### src/rtl/reaction_multi_round.sv
// Multi-round reaction-time game core: random wait, ms-timed response, per-round and average score, best-average high score.
// Optional build macro REACTION_FALSE_START_EN: a press during the wait becomes a foul round scored as MAX.
module reaction_multi_round #(
  parameter int CLK_HZ       = 50_000_000,
  parameter int SCORE_W      = 12,
  parameter int ROUNDS       = 4,
  parameter int MIN_DELAY_MS = 1000,
  parameter int RAND_W       = 10
) (
  input  logic                      clk,
  input  logic                      iReset,
  input  logic                      spacePressed,
  input  logic                      onePressed,
  output logic [2:0]                screen,
  output logic [SCORE_W-1:0]        currentScore,
  output logic [SCORE_W-1:0]        highScore,
  output logic [$clog2(ROUNDS):0]   roundIdx
);

  localparam int DIV     = CLK_HZ / 1000;
  localparam int PRESC_W = $clog2(DIV + 1);
  localparam int LOG2_R  = $clog2(ROUNDS);
  localparam int RIDX_W  = LOG2_R + 1;
  localparam int SUM_W   = SCORE_W + LOG2_R;
  localparam int DELAY_W = $clog2(MIN_DELAY_MS + (1 << RAND_W));
  localparam logic [SCORE_W-1:0] MAX = '1;

  typedef enum logic [2:0] {
    S_IDLE    = 3'd0,
    S_WAIT    = 3'd1,
    S_GO      = 3'd2,
    S_RESULT  = 3'd3,
    S_SUMMARY = 3'd4,
    S_FOUL    = 3'd5
  } state_t;

  state_t               state, state_n;
  logic [15:0]          lfsr;
  logic [PRESC_W-1:0]   presc, presc_n;
  logic [DELAY_W-1:0]   delay, delay_n;
  logic [SCORE_W-1:0]   up, up_n;
  logic [SCORE_W-1:0]   score_n, high_n;
  logic [SUM_W-1:0]     sum, sum_n;
  logic [RIDX_W-1:0]    round_n;
  logic                 tick;

  function automatic logic [SCORE_W-1:0] sat_inc(input logic [SCORE_W-1:0] v);
    return (v == MAX) ? v : v + SCORE_W'(1);
  endfunction

  function automatic logic [SCORE_W-1:0] average(input logic [SUM_W-1:0] s);
    return SCORE_W'(s >> LOG2_R);
  endfunction

  function automatic logic [DELAY_W-1:0] new_delay(input logic [15:0] l);
    return DELAY_W'(MIN_DELAY_MS) + DELAY_W'(l[RAND_W-1:0]);
  endfunction

  assign tick   = (presc == PRESC_W'(DIV - 1));
  assign screen = state;

  always_comb begin
    state_n = state;
    presc_n = '0;
    delay_n = delay;
    up_n    = up;
    score_n = currentScore;
    sum_n   = sum;
    high_n  = highScore;
    round_n = roundIdx;
    // Prescaler only runs while timing; any other state parks it at zero so entry restarts it.
    if (state == S_WAIT || state == S_GO)
      presc_n = tick ? '0 : presc + PRESC_W'(1);

    if (onePressed) begin
      state_n = S_IDLE;
      round_n = '0;
      presc_n = '0;
    end else begin
      case (state)
        S_IDLE: begin
          if (spacePressed) begin
            state_n = S_WAIT;
            round_n = '0;
            sum_n   = '0;
            delay_n = new_delay(lfsr);
            presc_n = '0;
          end
        end
        S_WAIT: begin
`ifdef REACTION_FALSE_START_EN
          if (spacePressed) begin
            state_n = S_FOUL;
            score_n = MAX;
            sum_n   = sum + SUM_W'(MAX);
          end else
`endif
          if (tick) begin
            delay_n = delay - DELAY_W'(1);
            if (delay <= DELAY_W'(1)) begin
              state_n = S_GO;
              up_n    = '0;
              presc_n = '0;
            end
          end
        end
        S_GO: begin
          if (spacePressed) begin
            state_n = S_RESULT;
            score_n = up;
            sum_n   = sum + SUM_W'(up);
          end else if (tick) begin
            up_n = sat_inc(up);
            if (up == MAX - SCORE_W'(1)) begin
              state_n = S_RESULT;
              score_n = MAX;
              sum_n   = sum + SUM_W'(MAX);
            end
          end
        end
        S_RESULT, S_FOUL: begin
          if (spacePressed) begin
            if (roundIdx < RIDX_W'(ROUNDS - 1)) begin
              state_n = S_WAIT;
              round_n = roundIdx + RIDX_W'(1);
              delay_n = new_delay(lfsr);
              presc_n = '0;
            end else begin
              state_n = S_SUMMARY;
              score_n = average(sum);
              if (average(sum) < highScore)
                high_n = average(sum);
            end
          end
        end
        S_SUMMARY: begin
          if (spacePressed) begin
            state_n = S_IDLE;
            round_n = '0;
          end
        end
        default: state_n = S_IDLE;
      endcase
    end
  end

  always_ff @(posedge clk or posedge iReset) begin
    if (iReset) begin
      state        <= S_IDLE;
      lfsr         <= 16'hACE1;
      presc        <= '0;
      delay        <= '0;
      up           <= '0;
      sum          <= '0;
      currentScore <= '0;
      highScore    <= MAX;
      roundIdx     <= '0;
    end else begin
      state        <= state_n;
      lfsr         <= {lfsr[14:0], lfsr[15] ^ lfsr[13] ^ lfsr[12] ^ lfsr[10]};
      presc        <= presc_n;
      delay        <= delay_n;
      up           <= up_n;
      sum          <= sum_n;
      currentScore <= score_n;
      highScore    <= high_n;
      roundIdx     <= round_n;
    end
  end

endmodule
### config.mk
export PLATFORM = sky130hd
export DESIGN_NAME = reaction_multi_round
export DESIGN_NICKNAME = d
export VERILOG_FILES = /design/src/rtl/reaction_multi_round.sv
export SDC_FILE = /design/constraint.sdc
export NUM_CORES = 1
export LEC_CHECK = 0
export CAP_MARGIN = 10
export CELL_PAD_IN_SITES_DETAIL_PLACEMENT = 1
export CELL_PAD_IN_SITES_GLOBAL_PLACEMENT = 1
export CORE_ASPECT_RATIO = 1.75
export CORE_MARGIN = 10
export CORE_UTILIZATION = 43
export DETAILED_ROUTE_END_ITERATION = 7
export PLACE_DENSITY_LB_ADDON = 0.1
export SETUP_SLACK_MARGIN = 0.5
export SYNTH_ARGS = -nofsm -noshare
export SYNTH_HDL_FRONTEND = slang
export SYNTH_SLANG_ARGS = --single-unit
### constraint.sdc
create_clock -name clk -period 3.2 [get_ports clk]
set_input_delay 0.8 -clock clk [delete_from_list [all_inputs] [get_ports clk]]
set_output_delay 0.8 -clock clk [all_outputs]
set_load 0.005 [all_outputs]
==> results of run 1 <==
==> power breakdown <==
group          switching [mW]  internal (mW)  total, mW
logic                   0.159          0.104      0.262
registers              0.0396           1.28       1.32
clock network           0.520          0.621       1.14
==> layout make-up <==
class	instances	share of cell area, %
tap	171	3.152
clock buffer	9	3.318
multi-input combinational	409	45.46
sequential	99	36.88
inverter	19	1.106
timing repair buffer	64	8.885
clock inverter	7	1.198
==> cell usage after synthesis (2+ instances only) <==
cell type	instances	area (sq um)
a31oi_1	3	18.77
o21ai_0	38	190.2
a21oi_1	31	155.2
a21o_1	8	60.06
nor2b_1	3	18.77
mux2_2	31	349.1
o21a_1	4	30.03
a21boi_0	3	22.52
a211oi_1	4	30.03
nand3_1	15	75.07
mux2_1	2	22.52
a221oi_1	3	26.28
buf_6	2	22.52
a22o_1	15	131.4
nor3_1	11	55.05
a31o_2	2	17.52
a2bb2oi_1	3	26.28
and4_1	4	35.03
nand2_1	30	112.6
nand2b_1	19	118.9
dfstp_2	20	525.5
o22ai_1	2	12.51
buf_2	4	20.02
or3_1	14	87.58
and4bb_2	2	25.02
buf_4	2	15.01
ha_1	30	375.4
nor3b_1	2	15.01
inv_1	19	71.32
o211ai_1	4	30.03
dfrtp_1	79	1977
nand4_1	8	50.05
and3_1	10	62.56
xnor2_1	15	131.4
xor2_1	17	148.9
clkbuf_1	13	48.80
nor2_1	38	142.6
nor3_2	2	20.02
nor4_1	5	31.28
and2_1	4	25.02
o31ai_1	4	30.03
==> worst max-delay path by stage <==
stage	startpoint	endpoint	slack, ps	cells past startpoint
6_report	spacePressed	sum[10]$_DFFE_PP0P_	630	11
5_1_grt	spacePressed	sum[13]$_DFFE_PP0P_	500	11
4_1_cts	spacePressed	up[3]$_DFFE_PP0P_	600	10
3_5_place_dp	spacePressed	sum[10]$_DFFE_PP0P_	-80	12
3_3_place_gp	spacePressed	sum[10]$_DFFE_PP0P_	-50	12
2_1_floorplan	spacePressed	sum[13]$_DFFE_PP0P_	490	10
==> critical path: stages <==
cell	delay, ps
clkdlybuf4s15_1	200
buf_6	160
nand2_2	80
ha_4	170
fa_2	340
a21o_1	210
a221oi_4	340
o21ai_1	130
o21ai_1	110
xnor2_1	80
a22o_1	200
==> layer usage <==
metal	wire, um	up-vias	global-route usage, %
li1	-	2102	-
met1	5723	2269	16.97
met2	8667	60	33.40
met3	421	37	3.297
met4	620	0	9.107
met5	0	-	0
==> sequential cells by signal, indices dropped and copies added (netlist names) <==
name / flops
presc: 16
roundIdx: 3
lfsr: 16
up: 12
sum: 14
screen: 3
delay: 11
currentScore: 12
highScore: 12
==> cells by family (layout without fill, tap and decap cells) <==
logic type / Yosys count / after routing / share of synthesized area, %
adders and majority gates: 31 / 31 / 7.028
DFF: 99 / 99 / 44.48
muxes: 34 / 34 / 6.784
AOI/OAI and AO/OA: 134 / 134 / 15.41
xor gates and xnor gates: 32 / 32 / 4.982
buffers and inverters: 40 / 99 / 3.158
and+or+nand+nor: 178 / 178 / 18.15
==> metrics by stage <==
stage / std cells / hold WS, ps / setup TNS [ps]
finish: 778 / 362.4 / 0
global route: 778 / 375.1 / 0
CTS: 777 / 365.7 / 0
detailed placement: 760 / 349.4 / -188.2
global placement: 760 / 339.4 / -58.60
floorplan: 548 / 333.0 / 0
==> timing repair <==
action,4_1_cts,5_1_grt
endpoints found under the setup margin,31,10
resized for setup,18,7
pin swaps,4,3
gates cloned,0,1
buffers inserted,1,0
==> results.cfg, run 1 <==
[critical_path]
r2r_end = highScore[6]$_DFFE_PP1P_
rr_worst_depth = 7
r2r_start = highScore[10]$_DFFE_PP1P_
required_ps = 3440
crit_arrival_ps = 2820
r2r_slack_ps = 700
crit_type = in2reg
crit_fanout = 8
cp-end-kind = flip-flop
startpoint_type = input pin

[flow_run]
cap_violations = 0

[grt]
grt_antenna_before_repair = 0
grt_pass1_vias = 4907
grt_usage_pct = 17.39
grt-ovfl-total = 0
grt_max_degree = 47
grt_pass1_wl_um = 25210

[logic_synthesis]
syn_nets = 583
ys_ff_latch = 99
synth_ff_type = dfrtp_1
synth-seq-area-share_pct = 44.48
synthCells = 548
async_reset_ff_share_pct = 100.0
ys_types = 64
avgSynthCellArea_sq_um = 10.27
netlist_area_sq_um = 5625
synth_edf_count = 0
yosys_warnings = 0

[timing]
min_period_over_period_pct = 80.43
relSlewSlack_pct = 54.77
fin_crit_ps = 2574
setup_viol = 0
hold_viol_final = 0
max_freq_mhz = 388.6
report.final.slew_viol_count = 0
fin_skew_ps = 4.421
worst_slew_pin_slew_ps = 677.0
finalWorstSetupSlack_ps = 626.4
rsz0062_at_grt = false

[final_layout]
area_delta_synth_final_pct = 20.66
seqCellArea_sq_um = 2504
final_common_cell = dfrtp_1
layout_common_cells = 78 x dfrtp_1, 37 x nor2_1, 34 x o21ai_0
postLayoutCellArea_sq_um = 6788
diodes = 0
layout.nets = 637
multi_input_area_sq_um = 3085
nFillCells = 1432
postLayoutCoreUtil_pct = 52.75
drive_gt1_share_pct = 21.75

[floorplan]
coreArea_sq_um = 12870
fp.dieArea_sq_um = 18240
initial_core_util_pct = 43.71
io_pins = 34
die_y_um = 171.3
core.rowCount = 55
die_w_um = 106.5

[route]
dr.pass1.iters = 4
wl_um = 15430
dr.first_iter.drc_count = 102
wl_per_cell_um = 19.84
drt-vias-per-instance = 5.743
drtAntennaViolNets = 0
vias = 4468
drc = 0

[cts]
clock_latency_ps = 350
cts_sinks = 99
cts_buffer_depth = 2
cts_buffers = 9
htreeDepth = 3
hold_buffers = 0
clk_pin_slew_ps = 70
cts_tree = built
cts_root_buf = clkbuf_16

[status]
status = completed

[place]
io_buffers = 33
finalWeightedCongestion = 0.8424
postPlaceCellArea_sq_um = 6339
hpwl_um = 11470
dp_slack_ps = -76.15

[pwr]
leakagePower_nw = 2.938
power_mw = 2.721
max-vdd-ir-drop_uv = 222.2
p_per_area_nw_per_um2 = 400.9

[min_path]
hold_depth = 0
min_from = lfsr[14]$_DFF_PP0_
min_delay_worst_endpoint = lfsr[15]$_DFF_PP1_
hold_path_class = reg2reg
Power figures use the tool's default switching activity.
==> inputs of run 2 (changes only) <==
- clock period: 3.2 -> 2.1 ns (I/O delays scaled with it)
==> run 2 against run 1 <==
The flow now finishes with violations (setup timing). Worst hold slack worse by 3.6 ps. First-iteration DRC count rose to 3.3 times the previous value. Core utilization up 18 points. Largest cell class unchanged. Count of clock-buffer cells in the layout up 2. Largest power group unchanged. Non-clock buffer count up 148. Sequential power up 52%.
==> results.cfg, run 2 (synthesis gave the netlist of run 1 again) <==
[place]
finalWeightedCongestion = 0.8250
io_buffers = 33
hpwl_um = 12360
dp_slack_ps = -1002
place_inst = 849

[cts]
cts_root_buf = clkbuf_16
cts_buffers = 9
clk_pin_slew_ps = 80
hold_buffers = 0
cts_tree = built
cts_sinks = 99
cts_buffer_depth = 2
clock_latency_ps = 360
htreeDepth = 3

[timing]
fin_crit_ps = 2490
rsz0062_at_grt = true
relSlewSlack_pct = 49.66
worst_slew_pin_slew_ps = 748.2
finalWorstSetupSlack_ps = -389.8
min_period_over_period_pct = 118.6
max_freq_mhz = 401.6
fin_skew_ps = 13.33
hold_viol_final = 0
report.final.slew_viol_count = 0
setup_viol = 59

[final_layout]
layout.nets = 788
multi_input_area_sq_um = 3951
layoutNonFillerInstCount = 929
layout_common_cells = 120 x buf_4, 77 x dfrtp_1, 58 x buf_6
top_regs = lfsr: 16 flops, presc: 16 flops, sum: 14 flops
drive_gt1_share_pct = 55.41
seqCellArea_sq_um = 2505
final_common_cell = buf_4
area_delta_synth_final_pct = 60.94
nFillCells = 1266
diodes = 0

[pwr]
max-vdd-ir-drop_uv = 582.4
leakagePower_nw = 4.045
p_comb_share_pct = 16.2
seqPwrFrac_pct = 45.8
switching_share_pct = 28.48
netSwitchingPower_mw = 1.246
clock_power_share_pct = 38.0
p_per_area_nw_per_um2 = 483.1
p_int_mw = 3.128

[floorplan]
initial_core_util_pct = 43.71
io_pins = 34
die_w_um = 106.5
coreArea_sq_um = 12870
die_y_um = 171.3
fp.dieArea_sq_um = 18240
core.rowCount = 55

[status]
status = finished, violations left
violations = setup timing

[grt]
gr-usage-met1_pct = 21.23
grtUsageMet3_pct = 2.548
grt_most_used_layer = met2
grt_antenna_before_repair = 0
grt_pass1_vias = 5879
grt_max_degree = 37
gr-usage-met2_pct = 43.55
grt_usage_pct = 21.95
grt-ovfl-total = 0
grt_pass1_wl_um = 31620

[critical_path]
crit_type = reg2reg
crit_arrival_ps = 2760
startpoint_type = flip-flop
cp-end-kind = flip-flop
crit_fanout = 3
required_ps = 2370

[route]
wl_per_cell_um = 28.31
drtAntennaViolNets = 0
dr.pass1.iters = 4
dr.first_iter.drc_count = 338
vias = 5674
drc = 0
wl_um = 26300
drt-vias-per-instance = 6.108

[min_path]
hold_path_class = reg2reg

[flow_run]
cap_violations = 0
-- run 2: cell types whose count changed in the layout (fill, tap and decap cells not counted), moves of 15 or more --
| cell | delta |
|---|---|
| nor2_1 | -17 |
| a21oi_2 | +15 |
| a21oi_1 | -17 |
| o21ai_0 | -19 |
| buf_4 | +94 |
| clkdlybuf4s50_1 | -30 |
| buf_6 | +57 |
-- run 2: final timing paths --
path | slack, ps | depth (start not counted) | start | to
max | -390 | 8 | up[2]$_DFFE_PP0P_ | sum[13]$_DFFE_PP0P_
min | 360 | 0 | lfsr[14]$_DFF_PP0_ | lfsr[15]$_DFF_PP1_
max reg2reg | -390 | 8 | up[2]$_DFFE_PP0P_ | sum[13]$_DFFE_PP0P_
min reg2reg | 360 | 0 | lfsr[14]$_DFF_PP0_ | lfsr[15]$_DFF_PP1_
max in group asynchronous | 960 | 3 | iReset | lfsr[13]$_DFF_PP1_
min in group asynchronous | 550 | 2 | iReset | sum[12]$_DFFE_PP0P_
-- run 2: timing repair --
item                                    4_1_cts  5_1_grt
endpoints found under the setup margin      111       99
gates cloned                                  6        2
hold endpoints to repair                      0        0
setup buffers                                22       34
pin swaps                                    30       51
resized for setup                           208      127
-- run 2: worst max-delay path: stages, from the launching register on --
cell and delay (ps):
dfrtp_1 430, nand2b_4 190, ha_4 280, o211ai_1 120
o21bai_2 250, o31ai_4 130, a31o_2 240, or4_4 550
a21oi_2 210
-- run 2: final cells by class --
class                      instances  area share, %
timing repair buffer             212          22.32
tap                              171          2.363
inverter                          19         0.8292
sequential                        99          27.67
multi-input combinational        412          43.64
clock inverter                     5         0.3870
clock buffer                      11          2.792
-- run 2: routing by layer --
metal	vias up	share of wire, %
met2	227	55
met3	141	3.2
met4	0	7.7
met5	-	0
li1	2416	-
met1	2890	34
-- run 2: power by group through the flow --
stage          registers, mW  logic [mW]  clock network, mW
2_1_floorplan           2.03       0.291                  0
3_3_place_gp            2.03       0.466                  0
5_1_grt                 2.01       0.742               1.76
6_report                2.00       0.707               1.66
3_5_place_dp            2.03       0.486                  0
4_1_cts                 1.99       0.577               1.66
-- run 2: through the flow --
stage | total power, mW | area [sq um] | hold WS (ps) | util (%) | setup TNS (ps)
final | 4.373 | 9054 | 358.7 | 70.35 | -9132
after global routing | 4.510 | 9054 | 382.8 | 70.35 | -12320
after CTS | 4.229 | 8240 | 363.5 | 64.04 | -4634
after detailed placement | 2.518 | 7232 | 340.7 | 56.20 | -35560
after global placement | 2.493 | 7232 | 343.6 | 56.20 | -32770
after floorplan | 2.316 | 5906 | 333.0 | - | -2379
